==> src/rtl/gpio_controller.sv <==
// Memory-mapped GPIO bank: pin direction/data registers, input synchronizer,
// per-pin edge detection with write-1-to-clear pending bits and a masked interrupt.
module gpio_controller #(
    parameter int unsigned WIDTH = 32
) (
    input  logic             clk,
    input  logic             rst,
    input  logic [4:0]       gpio_address,
    input  logic [31:0]      gpio_data_i,
    input  logic [3:0]       gpio_wr,
    input  logic             gpio_enable,
    output logic [31:0]      gpio_data_o,
    output logic             gpio_ready,
    output logic             gpio_irq,
    input  logic [WIDTH-1:0] pad_data_i,
    output logic [WIDTH-1:0] pad_data_o,
    output logic [WIDTH-1:0] pad_oe
);

    typedef enum logic [1:0] {
        StIdle,
        StAck,
        StWait
    } state_e;

    localparam logic [2:0] RegIn   = 3'd0;
    localparam logic [2:0] RegOut  = 3'd1;
    localparam logic [2:0] RegDir  = 3'd2;
    localparam logic [2:0] RegIe   = 3'd3;
    localparam logic [2:0] RegEdge = 3'd4;
    localparam logic [2:0] RegPend = 3'd5;

    state_e r_state;
    state_e w_state_next;

    logic [WIDTH-1:0] r_out;
    logic [WIDTH-1:0] r_dir;
    logic [WIDTH-1:0] r_ie;
    logic [WIDTH-1:0] r_edge;
    logic [WIDTH-1:0] r_pend;
    logic [WIDTH-1:0] r_s1;
    logic [WIDTH-1:0] r_s2;
    logic [WIDTH-1:0] r_s3;
    logic [31:0]      r_rdata;
    logic             r_irq;

    logic [WIDTH-1:0] w_out_next;
    logic [WIDTH-1:0] w_dir_next;
    logic [WIDTH-1:0] w_ie_next;
    logic [WIDTH-1:0] w_edge_next;
    logic [WIDTH-1:0] w_pend_next;
    logic [WIDTH-1:0] w_clr;
    logic [WIDTH-1:0] w_event;
    logic [WIDTH-1:0] w_wmask;
    logic [WIDTH-1:0] w_wdata;
    logic [31:0]      w_be_mask;
    logic [31:0]      w_rdata;
    logic [2:0]       w_sel;
    logic             w_req;
    logic             w_wr_en;
    logic             w_unused;

    assign w_sel     = gpio_address[4:2];
    assign w_req     = (r_state == StIdle) && gpio_enable;
    assign w_wr_en   = w_req && (|gpio_wr);
    assign w_be_mask = {{8{gpio_wr[3]}}, {8{gpio_wr[2]}}, {8{gpio_wr[1]}}, {8{gpio_wr[0]}}};
    assign w_wmask   = w_be_mask[WIDTH-1:0];
    assign w_wdata   = gpio_data_i[WIDTH-1:0];
    assign w_unused  = &{1'b0, gpio_address[1:0], gpio_data_i, w_be_mask};

    // Edge polarity chosen per pin; detection ignores IE and DIR.
    assign w_event = (r_edge & r_s2 & ~r_s3) | (~r_edge & ~r_s2 & r_s3);

    always_comb begin
        w_out_next  = r_out;
        w_dir_next  = r_dir;
        w_ie_next   = r_ie;
        w_edge_next = r_edge;
        w_clr       = '0;
        if (w_wr_en) begin
            case (w_sel)
                RegOut:  w_out_next  = (r_out & ~w_wmask) | (w_wdata & w_wmask);
                RegDir:  w_dir_next  = (r_dir & ~w_wmask) | (w_wdata & w_wmask);
                RegIe:   w_ie_next   = (r_ie & ~w_wmask) | (w_wdata & w_wmask);
                RegEdge: w_edge_next = (r_edge & ~w_wmask) | (w_wdata & w_wmask);
                RegPend: w_clr       = w_wdata & w_wmask;
                default: ;
            endcase
        end
        // A new edge in the same cycle as its clear keeps the bit set.
        w_pend_next = (r_pend & ~w_clr) | w_event;
    end

    always_comb begin
        w_rdata = '0;
        case (w_sel)
            RegIn:   w_rdata[WIDTH-1:0] = r_s2;
            RegOut:  w_rdata[WIDTH-1:0] = r_out;
            RegDir:  w_rdata[WIDTH-1:0] = r_dir;
            RegIe:   w_rdata[WIDTH-1:0] = r_ie;
            RegEdge: w_rdata[WIDTH-1:0] = r_edge;
            RegPend: w_rdata[WIDTH-1:0] = r_pend;
            default: w_rdata = '0;
        endcase
    end

    always_comb begin
        w_state_next = r_state;
        case (r_state)
            StIdle:  if (gpio_enable) w_state_next = StAck;
            StAck:   w_state_next = gpio_enable ? StWait : StIdle;
            StWait:  if (!gpio_enable) w_state_next = StIdle;
            default: w_state_next = StIdle;
        endcase
    end

    always_ff @(posedge clk or posedge rst) begin
        if (rst) begin
            r_state <= StIdle;
            r_out   <= '0;
            r_dir   <= '0;
            r_ie    <= '0;
            r_edge  <= '0;
            r_pend  <= '0;
            r_s1    <= '0;
            r_s2    <= '0;
            r_s3    <= '0;
            r_rdata <= '0;
            r_irq   <= 1'b0;
        end else begin
            r_state <= w_state_next;
            r_out   <= w_out_next;
            r_dir   <= w_dir_next;
            r_ie    <= w_ie_next;
            r_edge  <= w_edge_next;
            r_pend  <= w_pend_next;
            r_s1    <= pad_data_i;
            r_s2    <= r_s1;
            r_s3    <= r_s2;
            r_irq   <= |(r_pend & r_ie);
            if (w_req) begin
                r_rdata <= w_rdata;
            end
        end
    end

    assign gpio_ready  = (r_state == StAck);
    assign gpio_data_o = gpio_ready ? r_rdata : 32'h0;
    assign gpio_irq    = r_irq;
    assign pad_data_o  = r_out;
    assign pad_oe      = r_dir;

endmodule

==> config.mk <==
export PLATFORM = sky130hd
export DESIGN_NAME = gpio_controller
export DESIGN_NICKNAME = d
export VERILOG_FILES = /design/src/rtl/gpio_controller.sv
export SDC_FILE = /design/constraint.sdc
export NUM_CORES = 1
export LEC_CHECK = 0
export BUFFER_PORTS_ARGS = -buffer_cell sky130_fd_sc_hd__buf_4
export CORE_UTILIZATION = 55
export CTS_BUF_LIST = sky130_fd_sc_hd__clkbuf_2
export DETAILED_ROUTE_END_ITERATION = 6
export PLACE_DENSITY = 0.78
export REMOVE_ABC_BUFFERS = 1
export SLEW_MARGIN = 40
export SYNTH_ARGS = -nofsm -noshare
export SYNTH_HDL_FRONTEND = slang
export SYNTH_SLANG_ARGS = --single-unit
==> constraint.sdc <==
create_clock -name clk -period 11 [get_ports clk]
set_clock_uncertainty 0.2 [all_clocks]
set_input_delay 0.55 -clock clk [delete_from_list [all_inputs] [get_ports clk]]
set_output_delay 0.55 -clock clk [all_outputs]
set_load 0.02 [all_outputs]
==> results.md, run 1 <==
- The number of hold-slack violations in the final timing report is 0.
- The area growth from synthesis to layout is 23.2%.
- The detailed router's first-iteration violation count is 553.
- The worst-case setup slack after placement is 7.60 ns.
- Clock-pin slew was measured on the worst setup and hold paths at 0.10 ns.
- The primary flip-flop cell chosen by synthesis mapping is sky130_fd_sc_hd__dfrtp_1.
- Setup repair after global routing left no endpoint under its margin.
- The total placed instance area is 0.0139 mm2.
- The core region area is 0.0220 mm2.
- Synthesis produced a netlist whose cell count is 937.
- Of the total power, the share spent switching nets is 32.4%.
- Derived from the worst setup path, the maximum achievable clock frequency is 273 MHz.
- The CTS tree is built.
- Detailed placement ended at an HPWL of 20.3 mm.
- During placement, the flow inserted port buffers numbering 171.
- The worst-case IR drop observed on VDD is 0.109 mV.
- The fraction of power consumed by combinational cells is 24.8%.
- Summing every instance area after synthesis gives 0.0125 mm2.
- Once layout is done, the placed cells without fillers occupy 0.0153 mm2.
- The share of synthesized area spent on multiplexers is 18.7%.
- The number of global-route vias before repair came to 9246.
- The residual DRC count is 12.
- The number of max-capacitance violations reported is 0.
- Counting the fill cells in the layout gives 1606.
- Counting flops with an async set or reset pin after synthesis yields a share of 100%.
- The data arrival time of the critical path is 4.14 ns.
- The endpoint class of the critical path is a register.
- Once the clock tree was built, the setup fixing pass inserted 0 buffers.
- Of the total synthesized cell area, the portion taken by XOR and XNOR cells is 0%.
- Once detail routing completed, the nets flagged for antenna violations numbered 0.
- A synthesized cell averages 13.3 um2.
- The initial antenna violation count is 1.
- The number of clock buffers added by TritonCTS is 73.
- The global router's overall resource usage is 28.3%.
- The final cycle utilization of the critical path is 33.3%.
- In the post-route analysis, the smallest setup slack over all paths is 7.33 ns.
- Routability-driven placement finished with a final weighted congestion of 0.836.
- The total count of max-transition violations in the final report is 0.
- The clock reaches the later pin of the worst-skew pair after 0.82 ns.
- The worst setup path is of the reg2reg kind.
- Before antenna repair, the detailed router went through 7 iterations.
- The residual overflow from global routing is 0.
- For the pin with the worst max-slew slack, the measured transition is 0.759 ns.
- The final reports fail on DRC.
- The number of H-tree branching levels is 3.
- For this design the top-level I/O count stands at 174.
- In this run the worst hold path is classified as in2async.
- The clock passes through at most 3 buffers.
- From bottom edge to top edge, the die measures 152 um.
- The number of enable-type register cells in the synthesized netlist is 0.
- The power per cell area is 179 mW/mm2.
- The register share of total power is 51.0%.
- The internal power of the cells totals 1.86 mW.
- The net switching component of the power is 890 uW.
- In this run the static leakage power is 7.12 nW.
- Cells with a size suffix above 1 make up 37.0% of the layout.
- The largest fanout on the critical path is 32.
- The net count of the finished layout is 1303.
- The data required time of the worst path is 11.47 ns.
- The run finished, with violations left.
- Setup violations remaining at the end of the flow were counted as 0.
- Synthesis inferred 291 register bits.
- The headroom to the max-slew limit is 49.4%.
- Of the total synthesized cell area, the portion taken by full adders, half adders and majority gates is 0%.
- The number of synthesis warnings is 0.
- The count of clock tree sinks is 291.
- After Yosys synthesis, and, or, nand and nor cells account for 9.94% of the synthesized area.
- The post-detailed-route via-to-cell ratio is 5.78.
- The area fraction in compound gates after synthesis is 10.5%.
- The count of different cell masters after synthesis is 45.
- The average wire per standard cell is 20.6 um.
- The die span in x is 152 um.
- The clock network accounts for 24.3% of the total power.
- The area enclosed by the die boundary is 0.0233 mm2.
- For this block, the routed nets add up to 32.0 mm of wire.
- By area, the combinational part of the netlist is dominated by multiplexers.
- For the final routed database, the setup TNS stands at 0 ns.
- The master cell of the clock root buffer is sky130_fd_sc_hd__clkbuf_2.
- The routed layout has 8979 vias.
- The starting density of the core is 56.5%.
- The pin count of the biggest net entering global routing is 112.
- The first global-routing pass estimated 50.3 mm of wire.
- The startpoint type of the worst setup path is a register.
- Leaving out fill and tap cells, the most frequent cell in the layout is sky130_fd_sc_hd__dfrtp_1.
- The library cells used most frequently in the layout, excluding fill and tap cells, are 291 x sky130_fd_sc_hd__dfrtp_1, 178 x sky130_fd_sc_hd__buf_4, 115 x sky130_fd_sc_hd__mux2_2.
- The floorplan has 54 rows.
- The portion of the post-synthesis area used by sequential elements is 58.5%.
- Subtracting the final worst setup slack from the clock period gives 3.67 ns.
cell type report:
| cell class | instances | area [um2] | area share, % |
|---|---|---|---|
| Sequential cell | 291 | 7280 | 47.4 |
| Multi-Input combinational cell | 598 | 4900 | 31.9 |
| Timing Repair Buffer | 261 | 2210 | 14.4 |
| Clock buffer | 106 | 531 | 3.46 |
| Tap cell | 280 | 350 | 2.28 |
| Clock inverter | 14 | 52.6 | 0.342 |
| Inverter | 2 | 20.0 | 0.130 |
| Antenna cell | 2 | 5.00 | 0.0326 |
power groups by stage:
| stage | clock network, mW | registers [mW] | logic (mW) |
|---|---|---|---|
| after floorplan | 0 | 1.44 | 0.329 |
| after global placement | 0 | 1.41 | 0.626 |
| after detailed placement | 0 | 1.42 | 0.645 |
| after CTS | 0.688 | 1.40 | 0.681 |
| after global routing | 0.735 | 1.42 | 0.731 |
| final | 0.667 | 1.40 | 0.681 |
final timing paths:
check | start | to | slack [ns] | cells after the start
setup / recovery | r_state[0] | register | 7.33 | 7
hold / removal | rst | r_s1[4] | 0.10 | 3
setup reg to reg | r_state[0] | register | 7.33 | 7
hold reg to reg | r_s1[2] | r_s2[2] | 0.14 | 0
max in group asynchronous | rst | r_s1[13] | 9.05 | 6
min in group clk | gpio_address[2] | r_rdata[8] | 0.13 | 3
critical path, cell delays in order (launching register included):
cell                            delay [ns]
sky130_fd_sc_hd__dfrtp_1              0.41
sky130_fd_sc_hd__or3b_4               0.58
sky130_fd_sc_hd__inv_2                0.36
sky130_fd_sc_hd__buf_4                0.55
sky130_fd_sc_hd__and2_4               0.41
sky130_fd_sc_hd__nand2_8              0.14
sky130_fd_sc_hd__mux2_4               0.32
sky130_fd_sc_hd__dlygate4sd3_1        0.56
Yosys cell counts (5+ instances only):
| cell | n | area (um2) |
|---|---|---|
| sky130_fd_sc_hd__dfrtp_1 | 291 | 7280 |
| sky130_fd_sc_hd__mux2_2 | 115 | 1290 |
| sky130_fd_sc_hd__nand2_1 | 105 | 394 |
| sky130_fd_sc_hd__o21ai_0 | 54 | 270 |
| sky130_fd_sc_hd__a22oi_1 | 41 | 308 |
| sky130_fd_sc_hd__nor2_1 | 38 | 143 |
| sky130_fd_sc_hd__and2_1 | 34 | 213 |
| sky130_fd_sc_hd__mux2i_1 | 33 | 330 |
| sky130_fd_sc_hd__mux2_4 | 32 | 480 |
| sky130_fd_sc_hd__a21o_1 | 30 | 225 |
| sky130_fd_sc_hd__buf_2 | 20 | 100 |
| sky130_fd_sc_hd__clkbuf_1 | 13 | 48.8 |
| sky130_fd_sc_hd__nor2b_1 | 12 | 75.1 |
| sky130_fd_sc_hd__nand3_4 | 11 | 193 |
| sky130_fd_sc_hd__mux4_2 | 10 | 225 |
| sky130_fd_sc_hd__a2bb2oi_1 | 9 | 78.8 |
| sky130_fd_sc_hd__o21a_1 | 9 | 67.6 |
| sky130_fd_sc_hd__o221ai_1 | 8 | 70.1 |
| sky130_fd_sc_hd__a21oi_1 | 6 | 30.0 |
| sky130_fd_sc_hd__a22o_1 | 6 | 52.6 |
| sky130_fd_sc_hd__o22a_1 | 6 | 52.6 |
| sky130_fd_sc_hd__a32o_1 | 5 | 50.1 |
| sky130_fd_sc_hd__buf_6 | 5 | 56.3 |
| sky130_fd_sc_hd__o211ai_1 | 5 | 37.5 |
per-stage QoR:
step	std cells	hold slack (ns)	power (mW)	util (%)
after floorplan	891	0.131	1.77	-
after global placement	1350	0.131	2.04	63.0
after detailed placement	1352	0.135	2.06	63.3
after CTS	1552	0.0554	2.77	69.6
after global routing	1554	0.0896	2.89	69.7
final	1554	0.100	2.75	69.7
repair_timing:
item | CTS | global route
gates resized for setup | 0 | 0
endpoints found under the hold margin | 303 | 0
hold buffers | 80 | 0
cell families after synthesis:
kind of cell | after synthesis
buffers and inverters | 48
flip-flops | 291
AO/OA/AOI/OAI | 187
AND/OR/NAND/NOR | 221
multiplexers | 190
layer usage:
layer  routed length (um)  track usage, %  part of all wire (%)
met5                    0               0                     0
met2                15400            46.0                    48
met3                 2370            5.63                   7.4
met1                13400            37.6                    42
met4                  816            11.3                   2.6
No activity file was read; power rests on OpenSTA's default activity.
==> run 2: changes to the inputs <==
ABC_AREA = 1   (was unset)
CORE_UTILIZATION = 54   (was 55)
PLACE_DENSITY = 0.79   (was 0.78)
clock period = 3.1 ns   (was 11 ns; I/O delays follow)
==> run 2 against run 1 <==
  * The run still ends with DRC left
  * Non-clock buffer count is 153 higher
  * Core utilization increased by 4.4 points
  * Fmax rose by 28%
  * Sequential power increased to 3.5 times the previous value
  * Clock power grew to 4.3 times the previous value
  * Worst setup slack got worse by 7.1 ns
  * Sequential share of layout area is 6.1 points lower
  * Largest cell class unchanged
==> results.md, run 2 <==
- The number of ports placed on the die boundary is 174.
- The leading cell type in the layout, fill and taps excluded is sky130_fd_sc_hd__nand2_1.
- The first global-routing pass estimated 68.3 mm of wire.
- The synthesized cell area is 0.0132 mm2.
- The global routing met2 resource utilization is 57.9%.
- The placed wire-length estimate after detailed placement is 23.6 mm.
- Global routing finished with a remaining overflow of 0.
- The area share of the largest cell type after synthesis is 55.0%.
- The source-to-sink clock delay at the later pin of the worst-skew pair is 0.87 ns.
- The master cell of the clock root buffer is sky130_fd_sc_hd__clkbuf_2.
- The number of enable-type register cells in the synthesized netlist is 0.
- The headroom to the max-slew limit is 47.7%.
- The final cycle utilization of the critical path is 92.3%.
- The aggregate negative setup slack is 0 ns.
- The post-synthesis sequential element count is 291.
- Setup repair after global routing left no endpoint under its margin.
- The checks that failed: DRC.
- The most common cell type on the critical path is sky130_fd_sc_hd__dlygate4sd3_1.
- The global placer's final weighted congestion is 0.859.
- From synthesis to final layout, the design area changed by 33.1%.
- For this block, the initial DRC count from the detailed router was 1437.
- Walking the worst path, the cells encountered are nor2_1 -> nand2_2 -> clkinv_2 -> nand2_4 -> nor2_2 -> buf_4 -> nand3_1 -> dlygate4sd3_1 -> nand2_1 -> dlygate4sd3_1.
- Input and output buffers added on the ports amount to 171.
- TritonCTS built the clock tree.
- Once placement finished, the instance area stood at 0.0148 mm2.
- The library cells used most frequently in the layout, excluding fill and tap cells, are 649 x sky130_fd_sc_hd__nand2_1, 291 x sky130_fd_sc_hd__dfrtp_1, 212 x sky130_fd_sc_hd__nand3_1.
- The die is 159 um wide.
- The total via count in the routed design is 13600.
- Counting every sink on the clock net gives 291.
- The number of hold-slack violations in the final timing report is 0.
- The total count of max-transition violations in the final report was 0.
- The number of cells on the worst hold path is 6.
- The total setup violations reported at the end of the flow is 0.
- Averaged over all synthesized cells, the footprint is 7.98 um2.
- The global router's overall resource usage is 35.4%.
- Entering global routing, the biggest net connects 96 pins.
- The worst register-to-register path has a depth of 10.
- For this run, the post-layout net count is 2137.
- Summed over all instances, the cell type with the most area after synthesis is sky130_fd_sc_hd__dfrtp_1.
- The number of filler cells placed in the layout is 1729.
- For this run, asynchronously set or reset flops after synthesis account for 100%.
- Sequential elements use 55.0% of the synthesized area.
- The total length of routed wires is 42.8 mm.
- The Yosys step of the flow raised 0 warnings.
- The endpoint class of the critical path is a register.
- The peak per-stage delay on the critical path is 0.58 ns.
- The data required time of the worst path is 3.71 ns.
- The core region area is 0.0238 mm2.
- Counting every instance in the synthesized netlist gives 1658.
- In the routed layout, each cell is associated on average with a via count of 5.59.
- In this run the power density over the cells is 581 mW/mm2.
- The worst setup slack for register-to-register paths is 0.24 ns.
- After floorplanning, the core was divided into 56 placement rows.
- The data arrival time of the critical path is 3.47 ns.
- The register area is 0.00728 mm2.
- The number of H-tree branching levels is 3.
- The remaining number of nets flagged by the antenna check after routing is 0.
- For this design, the slowest cell found on the critical path is sky130_fd_sc_hd__dlygate4sd3_1.
- The fraction of met3 tracks used by global routing is 8.08%.
- The initial antenna violation count was 1.
- No sink is reached through more buffers than the 3 on the longest clock path.
- The run finished, with violations left.
- The number of global-route vias before repair is 13700.
- The worst reg2reg path startpoint is r_state[0].
- Static timing analysis puts the maximum clock frequency at 350 MHz.
- The worst hold path belongs to the class in2reg.
- The largest fanout on the critical path is 18.
- Ranked by total cell area, the synthesized netlist is headed by sky130_fd_sc_hd__dfrtp_1 55%, sky130_fd_sc_hd__nand2_1 18%, sky130_fd_sc_hd__nand3_1 8.0%.
- The area of all placed cells without fillers is 0.0176 mm2.
- The average wire per standard cell is 17.6 um.
- In the global route stage, met1 resource usage came out at 43.3%.
- For this run, the leading register cell type out of synthesis is sky130_fd_sc_hd__dfrtp_1.
- The multi-input combinational cells in the finished layout cover a total of 0.00514 mm2.
- The count of different cell masters after synthesis is 26.
- Clock-pin slew was measured on the worst setup and hold paths at 0.10 ns.
- The die outline height is 159 um.
- The area enclosed by the die boundary is 0.0251 mm2.
- The CTS buffer count is 76.
- sky130_fd_sc_hd__nand2_1 is the most common cell in the netlist.
- The worst setup path is launched from a register.
- met2 is the most crowded layer.
- For this configuration, the core starts out at a cell density of 55.7%.
- By count the netlist is led by 650 x sky130_fd_sc_hd__nand2_1, 291 x sky130_fd_sc_hd__dfrtp_1, 212 x sky130_fd_sc_hd__nand3_1, 137 x sky130_fd_sc_hd__nor2_1, 97 x sky130_fd_sc_hd__inv_1.
- Tracing the worst setup path back leads to its startpoint at r_state[0].
- The critical path start-end classification is reg2reg.
- The leakage power figure is 8.98 nW.
- The end-of-flow core utilization is 74.1%.
- The worst path needs 2.86 ns of the cycle, external delays included.
- At the pin with the least slew margin, the transition time is 0.784 ns.
- The peak supply drop is 0.352 mV.
- The final-layout worst hold slack is 0.0590 ns.
- The startpoint identified for the worst hold timing path is gpio_data_i[0].
- In the routed design, unresolved DRC markers number 1.
- The first TritonRoute pass finished after 7 iterations.
- Max-cap violations in this run came to 0.
- The worst hold path terminates at r_pend[0].
- In the final layout, the share of cells above drive strength 1 is 17.0%.
==> run 2: cell count changes after synthesis, moves of 13 or more <==
cell                      change
sky130_fd_sc_hd__a22oi_1     -41
sky130_fd_sc_hd__and2_1      -34
sky130_fd_sc_hd__buf_2       +29
sky130_fd_sc_hd__inv_1       +96
sky130_fd_sc_hd__mux2_2     -115
sky130_fd_sc_hd__mux2_4      -32
sky130_fd_sc_hd__mux2i_1     -33
sky130_fd_sc_hd__nand2_1    +545
sky130_fd_sc_hd__nand3_1    +212
sky130_fd_sc_hd__nand4_1     +62
sky130_fd_sc_hd__nor2_1      +99
sky130_fd_sc_hd__o21ai_0     -13
==> run 2: through the flow <==
stage / worst slack (ns) / instances / power [mW]
after global placement: 0.767 / 2094 / 6.97
final: 0.239 / 2432 / 10.2
after floorplan: -5.29 / 1569 / 6.04
after detailed placement: 0.933 / 2094 / 7.05
after CTS: 0.0489 / 2424 / 10.1
after global routing: 0.112 / 2432 / 10.8
==> run 2: kinds of logic (layout without fill, tap and decap cells) <==
| logic type | count (synthesis) | after routing | synth area share (%) |
|---|---|---|---|
| flip-flops | 291 | 291 | 55.0 |
| AO/OA/AOI/OAI | 94 | 94 | 4.26 |
| AND/OR/NAND/NOR | 1083 | 1083 | 34.5 |
| other | 0 | 1 | 0 |
| buffers and inverters | 190 | 644 | 6.20 |
==> run 2: repair_timing <==
item                                    in CTS  in global routing
endpoints found under the hold margin      517                  0
pin swaps                                    0                  3
setup buffers                                1                  7
hold buffers                               200                  0
resized for setup                            1                  0
endpoints found under the setup margin       1                 13
gates cloned                                 0                  0
==> run 2: cell type report <==
type / count / area share (%)
sequential: 291 / 41.4
multi-input combinational: 1177 / 29.2
timing repair buffer: 414 / 20.7
clock buffer: 112 / 3.18
tap: 319 / 2.27
inverter: 101 / 2.22
clock inverter: 17 / 1.02
antenna: 1 / 0.0142
==> run 2: how the worst max path moves through the flow <==
stage | endpoint | slack, ns
2_1_floorplan | asynchronous set/reset pin | -5.29
3_3_place_gp | register | 0.77
3_5_place_dp | register | 0.93
4_1_cts | register | 0.05
5_1_grt | register | 0.11
6_report | register | 0.24
==> run 2: per-layer routing <==
metal / up-vias / routed length, um
li1: 6154 / -
met1: 6427 / 16200
met2: 840 / 20600
met3: 164 / 4210
met4: 0 / 1750
met5: - / 0
==> run 2: power by group <==
part | total, mW | switching (mW) | leakage, nW | internal [mW]
logic | 2.44 | 1.42 | 4.93 | 1.02
clock network | 2.89 | 1.60 | 0.544 | 1.28
registers | 4.91 | 0.529 | 3.51 | 4.38
==> run 2: worst max-delay path: cells and delay by family (launching register included) <==
kind,cells,cell delay (ns)
buf+inv,4,1.53
flops,1,0.41
simple gates,6,0.65
==> run 3: changes to the inputs <==
CORE_UTILIZATION = 45   (was 54)
PLACE_DENSITY = 0.68   (was 0.79)
==> run 3 against run 2 <==
  * The flow now finishes without violations
  * Die area is 20% higher
  * Register-to-register slack got worse by 0.07 ns
  * Sequential share of layout area grew 0.75 points
  * Design area decreased by 1.8%
  * Worst hold slack improved by 0.0024 ns
  * Non-clock buffer count decreased by 41
  * Critical path depth shrank 1
  * Critical path type is now in2reg
  * Highest routed layer unchanged
==> results.md, run 3 (synthesis results as in run 2) <==
- The total count of max-transition violations in the final report was 0.
- The fraction of layout instances using a drive strength above 1 is 16.9%.
- The wire-length estimate of the detail-placed layout is 24.2 mm.
- The number of filler cells placed in the layout is 2632.
- In this run the vertical extent of the chip is 173 um.
- The leading cell type in the layout, fill and taps excluded is sky130_fd_sc_hd__nand2_1.
- The pin count of the biggest net entering global routing is 96.
- The area of all placed cells without fillers is 0.0173 mm2.
- The fraction of power consumed by combinational cells is 23.2%.
- Port buffering added 171 buffers.
- The total placed instance area is 0.0149 mm2.
- The net switching component of the power is 3.46 mW.
- Data on the critical path is required at its endpoint by 3.71 ns.
- In the layout the commonest cells are 649 x sky130_fd_sc_hd__nand2_1, 291 x sky130_fd_sc_hd__dfrtp_1, 212 x sky130_fd_sc_hd__nand3_1.
- STA puts the critical path data arrival time at 3.61 ns.
- Routability-driven placement finished with a final weighted congestion of 0.815.
- The number of cells on the worst reg-to-reg path is 9.
- Cell internal power was estimated by the tool at 6.50 mW.
- The flow ran to the end, and the final reports show no timing, DRC or antenna violations.
- Compared with the post-synthesis result, the final layout area differs by 30.7%.
- The path class of the tightest hold or removal check is in2reg.
- The total number of nets in the final design is 2099.
- The clock network is responsible for 27.6% of the overall power.
- Clock latency on the worst-skew pair, taken at its later pin, is 0.86 ns.
- The switching share of power is 34.7%.
- The number of ports placed on the die boundary is 174.
- The number of global-route vias before repair is 12800.
- The power per cell area is 576 mW/mm2.
- The pre-antenna-repair detailed-routing pass consisted of 6 iterations.
- The worst setup path is captured at a register.
- In this run the tightest slew margin relative to its limit is 46.1%.
- The startpoint type of the worst setup path is a primary input.
- The initial antenna violation count is 1.
- The clock edge transition at the registers on the reported setup and hold paths is 0.11 ns.
- Measured along the x axis, the die boundary spans 173 um.
- VDD sags by at most 0.372 mV.
- The total setup violations reported at the end of the flow is 0.
- The average wire per standard cell is 16.8 um.
- The CTS tree is built.
- The clock tree synthesis step divided the H-tree into 3 levels.
- Across the run, the number of max-cap violations was 0.
- The total length of routed wires is 41.3 mm.
- The core region area is 0.0288 mm2.
- The final route contains 12900 vias.
- Hold is met by 0.0614 ns.
- The number of placed instances with taps included is 2155.
- The time the worst path needs with I/O delays and setup is 3.01 ns.
- The final cycle utilization of the critical path is 96.9%.
- The leakage power figure is 8.83 nW.
- The slew at the pin with the worst max-slew slack is 0.808 ns.
- Dividing the detail-routed via count by the number of cells gives 5.22.
- The CTS buffer count is 78.
- The total power is 9.96 mW.
- The area enclosed by the die boundary is 0.0301 mm2.
- The first global-routing pass estimated 66.2 mm of wire.
- The setup path with the least slack is of type in2reg.
- The number of hold-slack violations in the final timing report was 0.
- The master cell of the clock root buffer is sky130_fd_sc_hd__clkbuf_2.
- Setup repair after global routing left no endpoint under its margin.
- The starting density of the core is 46.0%.
- The global router's overall resource usage is 27.8%.
- After detailed routing, the number of remaining DRC violations is 0.
- The count of clock tree sinks is 291.
- The number of cells on the worst hold path is 6.
- For this run, the number of standard cells in the final layout without fillers is 2463.
- The top achievable clock speed is 333 MHz.
- Along the worst path, the maximum fanout reaches 22.
- The clock passes through at most 3 buffers.
- Registers are responsible for 49.2% of the overall power.
- The remaining number of nets flagged by the antenna check after routing is 0.
- The initialized floorplan defines 62 standard-cell rows.
- The detailed router's first-iteration violation count is 1312.
- The residual overflow from global routing is 0.
- The end-of-flow core utilization is 60.1%.
==> run 3: path summary, 6_finish.rpt <==
kind / startpoint / end / slack, ns
worst max-delay path: gpio_address[3] / register / 0.09
worst min-delay path: gpio_data_i[17] / r_pend[17] / 0.06
worst max register to register: r_state[0] / register / 0.17
worst min register to register: r_s1[25] / r_s2[25] / 0.09
max in group asynchronous: rst / asynchronous set/reset pin / 1.48
min in group asynchronous: rst / asynchronous set/reset pin / 0.40
==> run 3: per-stage QoR <==
stage          TNS (ns)  worst slack [ns]
6_report              0            0.0949
2_1_floorplan  -1555.94             -5.29
4_1_cts               0            0.0556
5_1_grt               0            0.0164
3_3_place_gp          0             0.571
3_5_place_dp          0             0.493
==> run 3: cell type report <==
class                   instances  area (um2)  area share [%]
clock inverters                15         111           0.644
multi-input cells            1178        5150            29.8
flip-flops and latches        291        7280            42.1
diodes                          2        5.00          0.0289
clock buffers                 119         596            3.44
well taps                     384         480            2.78
repair buffers                373        3280            18.9
inverters                     101         392            2.27
==> run 3: power groups by stage <==
stage | logic (mW) | registers (mW) | clock network [mW]
floorplan | 0.972 | 5.07 | 0
detailed placement | 2.12 | 4.95 | 0
global placement | 2.07 | 4.94 | 0
CTS | 2.31 | 4.88 | 2.81
finish | 2.31 | 4.90 | 2.75
global route | 2.57 | 4.97 | 3.03
==> run 3: metal layers <==
layer	vias up	share of wire (%)	GRT usage, %
li1	6096	-	-
met4	0	2.9	10.3
met3	103	7.5	5.77
met2	555	47	45.4
met5	-	0	0
met1	6106	43	36.6
==> run 3: critical path: stages <==
cell                            delay (ns)
sky130_fd_sc_hd__dlygate4sd3_1        0.52
sky130_fd_sc_hd__buf_4                0.33
sky130_fd_sc_hd__nand3_1              0.12
sky130_fd_sc_hd__dlygate4sd3_1        0.60
sky130_fd_sc_hd__nor2_4               0.53
sky130_fd_sc_hd__nand3_1              0.12
sky130_fd_sc_hd__dlygate4sd3_1        0.59
sky130_fd_sc_hd__nand2_1              0.07
sky130_fd_sc_hd__dlygate4sd3_1        0.55
==> run 3: what timing repair did <==
item,4_1_cts,5_1_grt
hold buffers,170,0
setup buffers,0,1
endpoints found under the setup margin,0,20
gates resized for setup,0,1
endpoints found under the hold margin,517,0
